===== config.mk =====
export PLATFORM = sky130hd
export DESIGN_NAME = uart_tx_fifo_flat
export DESIGN_NICKNAME = d
export VERILOG_FILES = /design/src/rtl/uart_tx_fifo_if.sv /design/src/rtl/uart_tx_fifo.sv /design/src/flat_wrapper.sv
export SDC_FILE = /design/constraint.sdc
export NUM_CORES = 1
export LEC_CHECK = 0
export CORE_MARGIN = 2
export CORE_UTILIZATION = 55
export CTS_CLUSTER_SIZE = 24
export DETAILED_ROUTE_END_ITERATION = 7
export MAX_ROUTING_LAYER = met4
export PLACE_DENSITY = 0.79
export SYNTH_ARGS = -nofsm -noshare
export SYNTH_HDL_FRONTEND = slang
export SYNTH_SLANG_ARGS = --single-unit

===== constraint.sdc =====
create_clock -name sys_clk -period 2.4 [get_ports sys_clk]
set_input_delay 0.36 -clock sys_clk [delete_from_list [all_inputs] [get_ports sys_clk]]
set_output_delay 0.36 -clock sys_clk [all_outputs]
set_load 0.01 [all_outputs]

===== src/rtl/uart_tx_fifo_if.sv =====
// Write-side handshake bundle for uart_tx_fifo.
// Ports: wr_data/wr_valid from producer, wr_ready from FIFO.
interface uart_tx_fifo_if #(
    parameter int DATA_BITS = 8
);
    logic [DATA_BITS-1:0] wr_data;
    logic                 wr_valid;
    logic                 wr_ready;

    modport master (
        output wr_data,
        output wr_valid,
        input  wr_ready
    );

    modport slave (
        input  wr_data,
        input  wr_valid,
        output wr_ready
    );
endinterface


===== src/rtl/uart_tx_fifo.sv =====
// UART transmitter with TX FIFO and configurable frame format.
// Ports: sys_clk, sys_rst_n, wr (slave handshake), tx, busy,
// tx_done, fifo_level.
module uart_tx_fifo #(
    parameter int CLK_FREQ   = 24_000_000,
    parameter int UART_BPS   = 9600,
    parameter int DATA_BITS  = 8,
    parameter int PARITY_EN  = 0,
    parameter int PARITY_ODD = 0,
    parameter int STOP_BITS  = 1,
    parameter int FIFO_DEPTH = 16
) (
    input  logic                          sys_clk,
    input  logic                          sys_rst_n,
    uart_tx_fifo_if.slave                 wr,
    output logic                          tx,
    output logic                          busy,
    output logic                          tx_done,
    output logic [$clog2(FIFO_DEPTH):0]   fifo_level
);
    localparam int BAUD_DIV = CLK_FREQ / UART_BPS;
    localparam int AW       = $clog2(FIFO_DEPTH);
    localparam int LW       = AW + 1;
    localparam int BW       = $clog2(BAUD_DIV);

    typedef enum logic [2:0] {
        IDLE,
        START,
        DATA,
        PARITY,
        STOP
    } state_t;

    state_t state;
    state_t state_nxt;

    logic [DATA_BITS-1:0] mem [FIFO_DEPTH];
    logic [AW-1:0]        wr_ptr;
    logic [AW-1:0]        rd_ptr;
    logic                 push;
    logic                 pop;

    logic [DATA_BITS-1:0] shift;
    logic                 par;
    logic [BW-1:0]        baud_cnt;
    logic [3:0]           bit_cnt;
    logic                 bit_end;
    logic                 last_data;
    logic                 last_stop;
    logic                 tx_nxt;
    logic                 done_nxt;

    // Full is judged on registered level only, so a pop in the
    // same cycle never opens a slot early.
    assign wr.wr_ready = (fifo_level != LW'(FIFO_DEPTH));
    assign push        = wr.wr_valid & wr.wr_ready;

    assign bit_end   = (baud_cnt == BW'(BAUD_DIV - 1));
    assign last_data = bit_end && (bit_cnt == 4'(DATA_BITS - 1));
    assign last_stop = bit_end && (bit_cnt == 4'(STOP_BITS - 1));

    always_ff @(posedge sys_clk) begin
        if (push) begin
            mem[wr_ptr] <= wr.wr_data;
        end
    end

    always_ff @(posedge sys_clk or negedge sys_rst_n) begin
        if (!sys_rst_n) begin
            wr_ptr     <= '0;
            rd_ptr     <= '0;
            fifo_level <= '0;
        end else begin
            if (push) begin
                wr_ptr <= wr_ptr + AW'(1);
            end
            if (pop) begin
                rd_ptr <= rd_ptr + AW'(1);
            end
            fifo_level <= fifo_level + LW'(push) - LW'(pop);
        end
    end

    always_comb begin
        state_nxt = state;
        pop       = 1'b0;
        tx_nxt    = 1'b1;
        done_nxt  = 1'b0;
        unique case (state)
            IDLE: begin
                if (fifo_level != '0) begin
                    pop       = 1'b1;
                    state_nxt = START;
                end
            end
            START: begin
                tx_nxt = 1'b0;
                if (bit_end) begin
                    state_nxt = DATA;
                end
            end
            DATA: begin
                tx_nxt = shift[0];
                if (last_data) begin
                    state_nxt = (PARITY_EN != 0) ? PARITY : STOP;
                end
            end
            PARITY: begin
                tx_nxt = par;
                if (bit_end) begin
                    state_nxt = STOP;
                end
            end
            STOP: begin
                if (last_stop) begin
                    done_nxt = 1'b1;
                    // Chain straight into the next start bit.
                    if (fifo_level != '0) begin
                        pop       = 1'b1;
                        state_nxt = START;
                    end else begin
                        state_nxt = IDLE;
                    end
                end
            end
            default: begin
                state_nxt = IDLE;
            end
        endcase
    end

    // tx, tx_done and busy are registered together so they stay
    // cycle-aligned with each other, one cycle behind the state.
    always_ff @(posedge sys_clk or negedge sys_rst_n) begin
        if (!sys_rst_n) begin
            state    <= IDLE;
            baud_cnt <= '0;
            bit_cnt  <= '0;
            shift    <= '0;
            par      <= 1'b0;
            tx       <= 1'b1;
            busy     <= 1'b0;
            tx_done  <= 1'b0;
        end else begin
            state   <= state_nxt;
            tx      <= tx_nxt;
            tx_done <= done_nxt;
            busy    <= (state != IDLE);

            if (state == IDLE || bit_end) begin
                baud_cnt <= '0;
            end else begin
                baud_cnt <= baud_cnt + BW'(1);
            end

            if (state_nxt != state) begin
                bit_cnt <= '0;
            end else if (bit_end) begin
                bit_cnt <= bit_cnt + 4'd1;
            end

            if (pop) begin
                shift <= mem[rd_ptr];
                par   <= (^mem[rd_ptr]) ^ (PARITY_ODD != 0);
            end else if (state == DATA && bit_end) begin
                shift <= shift >> 1;
            end
        end
    end
endmodule


===== src/flat_wrapper.sv =====
// flat-port wrapper written by rule: the top's interface ports become plain ports
module uart_tx_fifo_flat 
#(
    parameter int CLK_FREQ   = 24_000_000,
    parameter int UART_BPS   = 9600,
    parameter int DATA_BITS  = 8,
    parameter int PARITY_EN  = 0,
    parameter int PARITY_ODD = 0,
    parameter int STOP_BITS  = 1,
    parameter int FIFO_DEPTH = 16
)
  (sys_clk, sys_rst_n, tx, busy, tx_done, fifo_level, wr_wr_data, wr_wr_valid, wr_wr_ready);
  uart_tx_fifo_if #(.DATA_BITS(DATA_BITS)) wr_i ();
  input  logic sys_clk;
  input  logic sys_rst_n;
  output logic tx;
  output logic busy;
  output logic tx_done;
  output logic [$clog2(FIFO_DEPTH):0] fifo_level;
  input wire logic [$bits(wr_i.wr_data)-1:0] wr_wr_data;
  input wire logic [$bits(wr_i.wr_valid)-1:0] wr_wr_valid;
  output wire logic [$bits(wr_i.wr_ready)-1:0] wr_wr_ready;
  assign wr_i.wr_data = wr_wr_data;
  assign wr_i.wr_valid = wr_wr_valid;
  assign wr_wr_ready = wr_i.wr_ready;
  uart_tx_fifo #(.CLK_FREQ(CLK_FREQ), .UART_BPS(UART_BPS), .DATA_BITS(DATA_BITS), .PARITY_EN(PARITY_EN), .PARITY_ODD(PARITY_ODD), .STOP_BITS(STOP_BITS), .FIFO_DEPTH(FIFO_DEPTH)) u_core (.sys_clk(sys_clk), .sys_rst_n(sys_rst_n), .wr(wr_i), .tx(tx), .busy(busy), .tx_done(tx_done), .fifo_level(fifo_level));
endmodule

==> results.cfg <==
[power_and_ir_drop]
irDropWorstVdd_v = 0.000684
p_switching_uw = 1910
combPwrFrac_pct = 14.3
p_per_area_mw_per_mm2 = 874
p_seq_share_pct = 47.2
p_int_uw = 5880
total_power_uw = 7790
p_leak_uw = 0.00337
clkPwrFrac_pct = 38.5
switching_share_pct = 24.5

[timing]
rsz0062_at_grt = yes
final.setup.worst_slack_ns = -0.0639
worst_pin_slew_ns = 1.02
min_period_over_period_pct = 103
min_period_ns = 2.46
drv_slew = 0
fin_setup_tns_ns = -0.0901
clock_skew_ns = 0.00902
finalSetupViolations = 2
slew-limit-headroom_pct = 31.9
final_hold_viol_count = 0
fmax_mhz = 406

[placed_design]
placed_area_mm2 = 0.00802
hpwl_mm = 8.98
gp_congestion = 0.833
numPortBuffers = 19

[cells_and_area]
regArea_mm2 = 0.00495
layout-drive-gt1-share_pct = 27.5
fillers = 808
final_cell_area_mm2 = 0.00891
n_antenna_cell = 0
area_delta_synth_final_pct = 22.3
multi_input_area_mm2 = 0.00229
finalNetCount = 555

[floorplanning]
core.rowCount = 42
core_area_mm2 = 0.0131
initial_core_util_pct = 55.7
die_w_um = 119
dieHeight_um = 119
dieArea_mm2 = 0.0142
ioPinCount = 20

[worst_hold_path]
hold_class = primary input to async pin

[yosys]
synth.yosys.seq_area_share_pct = 67.9
synth_ff_type = edfxtp_1
yosys_warnings = 0
synthArstFlopShare_pct = 25.6
synth.top_cell.area_share_pct = 52.8
syn-cell-area_mm2 = 0.00729
syn_nets = 478
synth_edf_count = 128
synth_commonest_cells = edfxtp_1 (128), dfrtp_1 (43), nor2_1 (42)
syn_inst = 452
yosys.cell_count.top_type = edfxtp_1
ys_seq_elements = 172
ys_types = 38
synth_area_leaders = edfxtp_1 (53%), dfrtp_1 (15%), mux4_2 (9.9%), mux2i_1 (2.9%), ha_1 (2.4%)
synth_top_area_cell = edfxtp_1
postSynthAreaPerCell_um2 = 16.1

[clock_tree]
cts_tree = built
cts_hold_buf = 0
clock_latency_ns = 0.43
h-tree-depth = 4
cts_buffers = 17
clkTransAtPathRegs_ns = 0.07
clkSinkCount = 172
cts_max_path_buffers = 2
root_buffer = clkbuf_16

[global_route]
first_global_vias = 4110
grt_pass1_wl_mm = 23.3
overflow = 0
track_usage_pct = 23.1
grt_max_degree = 45
antenna_found_initial = 0

[detailed_routing]
routed_wl_mm = 14.8
vias_per_cell = 5.74
drt_iter0_drc = 395
vias = 4122
wl_per_cell_um = 20.6
route.detailed.drc = 0
first_pass_iters = 5
ant_nets = 0

[setup_path]
critPathMaxFanout = 2
reg2reg_depth = 14
rr_startpoint = u_core.baud_cnt[1]$_DFF_PN0_
cp-end-kind = flop
worstPathArrival_ns = 2.82
reg2reg_to = u_core.fifo_level[4]$_DFF_PN0_
critPathRequiredTime_ns = 2.76
worst-r2r-setup-slack_ns = -0.06
startpoint_type = flop
criticalPathCategory = flop to flop

[run_status]
status = complete, but fails checks
violations = setup timing

[flow_run]
cap_viol_max_count = 0
==> cells in the final DEF (no fill, tap or decap), drive strengths merged, types with 4 or more instances in the layout <==
cell and instances:
mux2 5, nand4 4, edfxtp 128, clkbuf 20
mux2i 21, a211oi 4, bufinv 5, ha 14
o21ai 10, mux4 32, clkdlybuf4s50 18, dfrtp 43
nand2b 4, nor4 4, clkinv 4, buf 57
and2 10, a21oi 11, xor2 15, nand2 20
a21o 4, xnor2 17, and3 5, nand3 11
inv 22, nor2 42
==> power by group through the flow <==
stage                     logic, uW  registers [uW]  clock network (uW)
final                          1120            3670                3000
after global routing           1230            3690                3160
after global placement         1040            3690                   0
after floorplan                 674            3670                   0
after CTS                      1100            3670                3040
after detailed placement       1090            3720                   0
==> state kept, by name (all words and copies together) (netlist names), 3 cells and up <==
name and count:
u_core.wr_ptr 4, u_core.mem 128, u_core.shift 8, u_core.fifo_level 5
u_core.state 3, u_core.baud_cnt 12, u_core.bit_cnt 4, u_core.rd_ptr 4
==> per-layer routing <==
| layer | share of wire (%) | vias to the layer above | GRT usage [%] |
|---|---|---|---|
| met3 | 5.1 | 25 | 5.03 |
| met2 | 52 | 138 | 36.4 |
| li1 | - | 1838 | - |
| met1 | 41 | 2121 | 29.7 |
| met5 | 0 | - | - |
| met4 | 2.0 | 0 | 9.15 |
==> metrics by stage <==
stage / utilization (%) / setup slack [ns] / hold slack [ns] / instances
final: 68.1 / -0.0639 / 0.0934 / 718
after global routing: 68.1 / -0.201 / 0.185 / 718
after CTS: 67.0 / -0.0834 / 0.127 / 711
after detailed placement: 61.3 / -0.132 / 0.489 / 674
after global placement: 61.3 / -0.00956 / 0.485 / 674
after floorplan: - / -0.0380 / 0.0644 / 452
==> critical path, cell delays in order (launching register included) <==
cell     delay [ns]
dfrtp_1        0.36
ha_2           0.20
nor4b_4        0.19
and3_4         0.24
nand3_2        0.07
a21o_1         0.19
inv_2          0.08
ha_4           0.12
inv_2          0.03
ha_4           0.15
fa_2           0.35
a21oi_2        0.12
nor2_1         0.05
nor2_1         0.13
xnor2_1        0.13
==> area by class of cell <==
cell class,instances,area share (%)
clock inverter,14,2.42
clock buffer,18,4.82
timing repair buffer,77,8.28
sequential,172,55.5
tap,176,2.47
multi-input combinational,242,25.7
inverter,19,0.800
==> cell families after synthesis <==
group / share of synthesized area, %
simple gates: 6.94
xor+xnor: 4.16
flops: 67.9
buf+inv: 2.47
mux: 13.5
compound gates: 2.32
fa+ha+maj: 2.68
==> worst max-delay path by stage <==
stage / startpoint / endpoint / slack (ns)
final: u_core.baud_cnt[1]$_DFF_PN0_ / u_core.fifo_level[4]$_DFF_PN0_ / -0.06
after global routing: u_core.baud_cnt[1]$_DFF_PN0_ / u_core.fifo_level[4]$_DFF_PN0_ / -0.20
after CTS: u_core.baud_cnt[0]$_DFF_PN0_ / u_core.fifo_level[4]$_DFF_PN0_ / -0.08
after detailed placement: u_core.baud_cnt[1]$_DFF_PN0_ / u_core.fifo_level[4]$_DFF_PN0_ / -0.13
after global placement: u_core.baud_cnt[1]$_DFF_PN0_ / u_core.fifo_level[4]$_DFF_PN0_ / -0.01
after floorplan: u_core.baud_cnt[0]$_DFF_PN0_ / u_core.fifo_level[4]$_DFF_PN0_ / -0.04
==> what timing repair did <==
action / CTS / global route
endpoints found under the setup margin: 4 / 4
buffers inserted: 4 / 5
pin swaps: 10 / 8
resized for setup: 10 / 7
cloned: 1 / 2
Note: power is estimated with default switching activity, not from simulation.
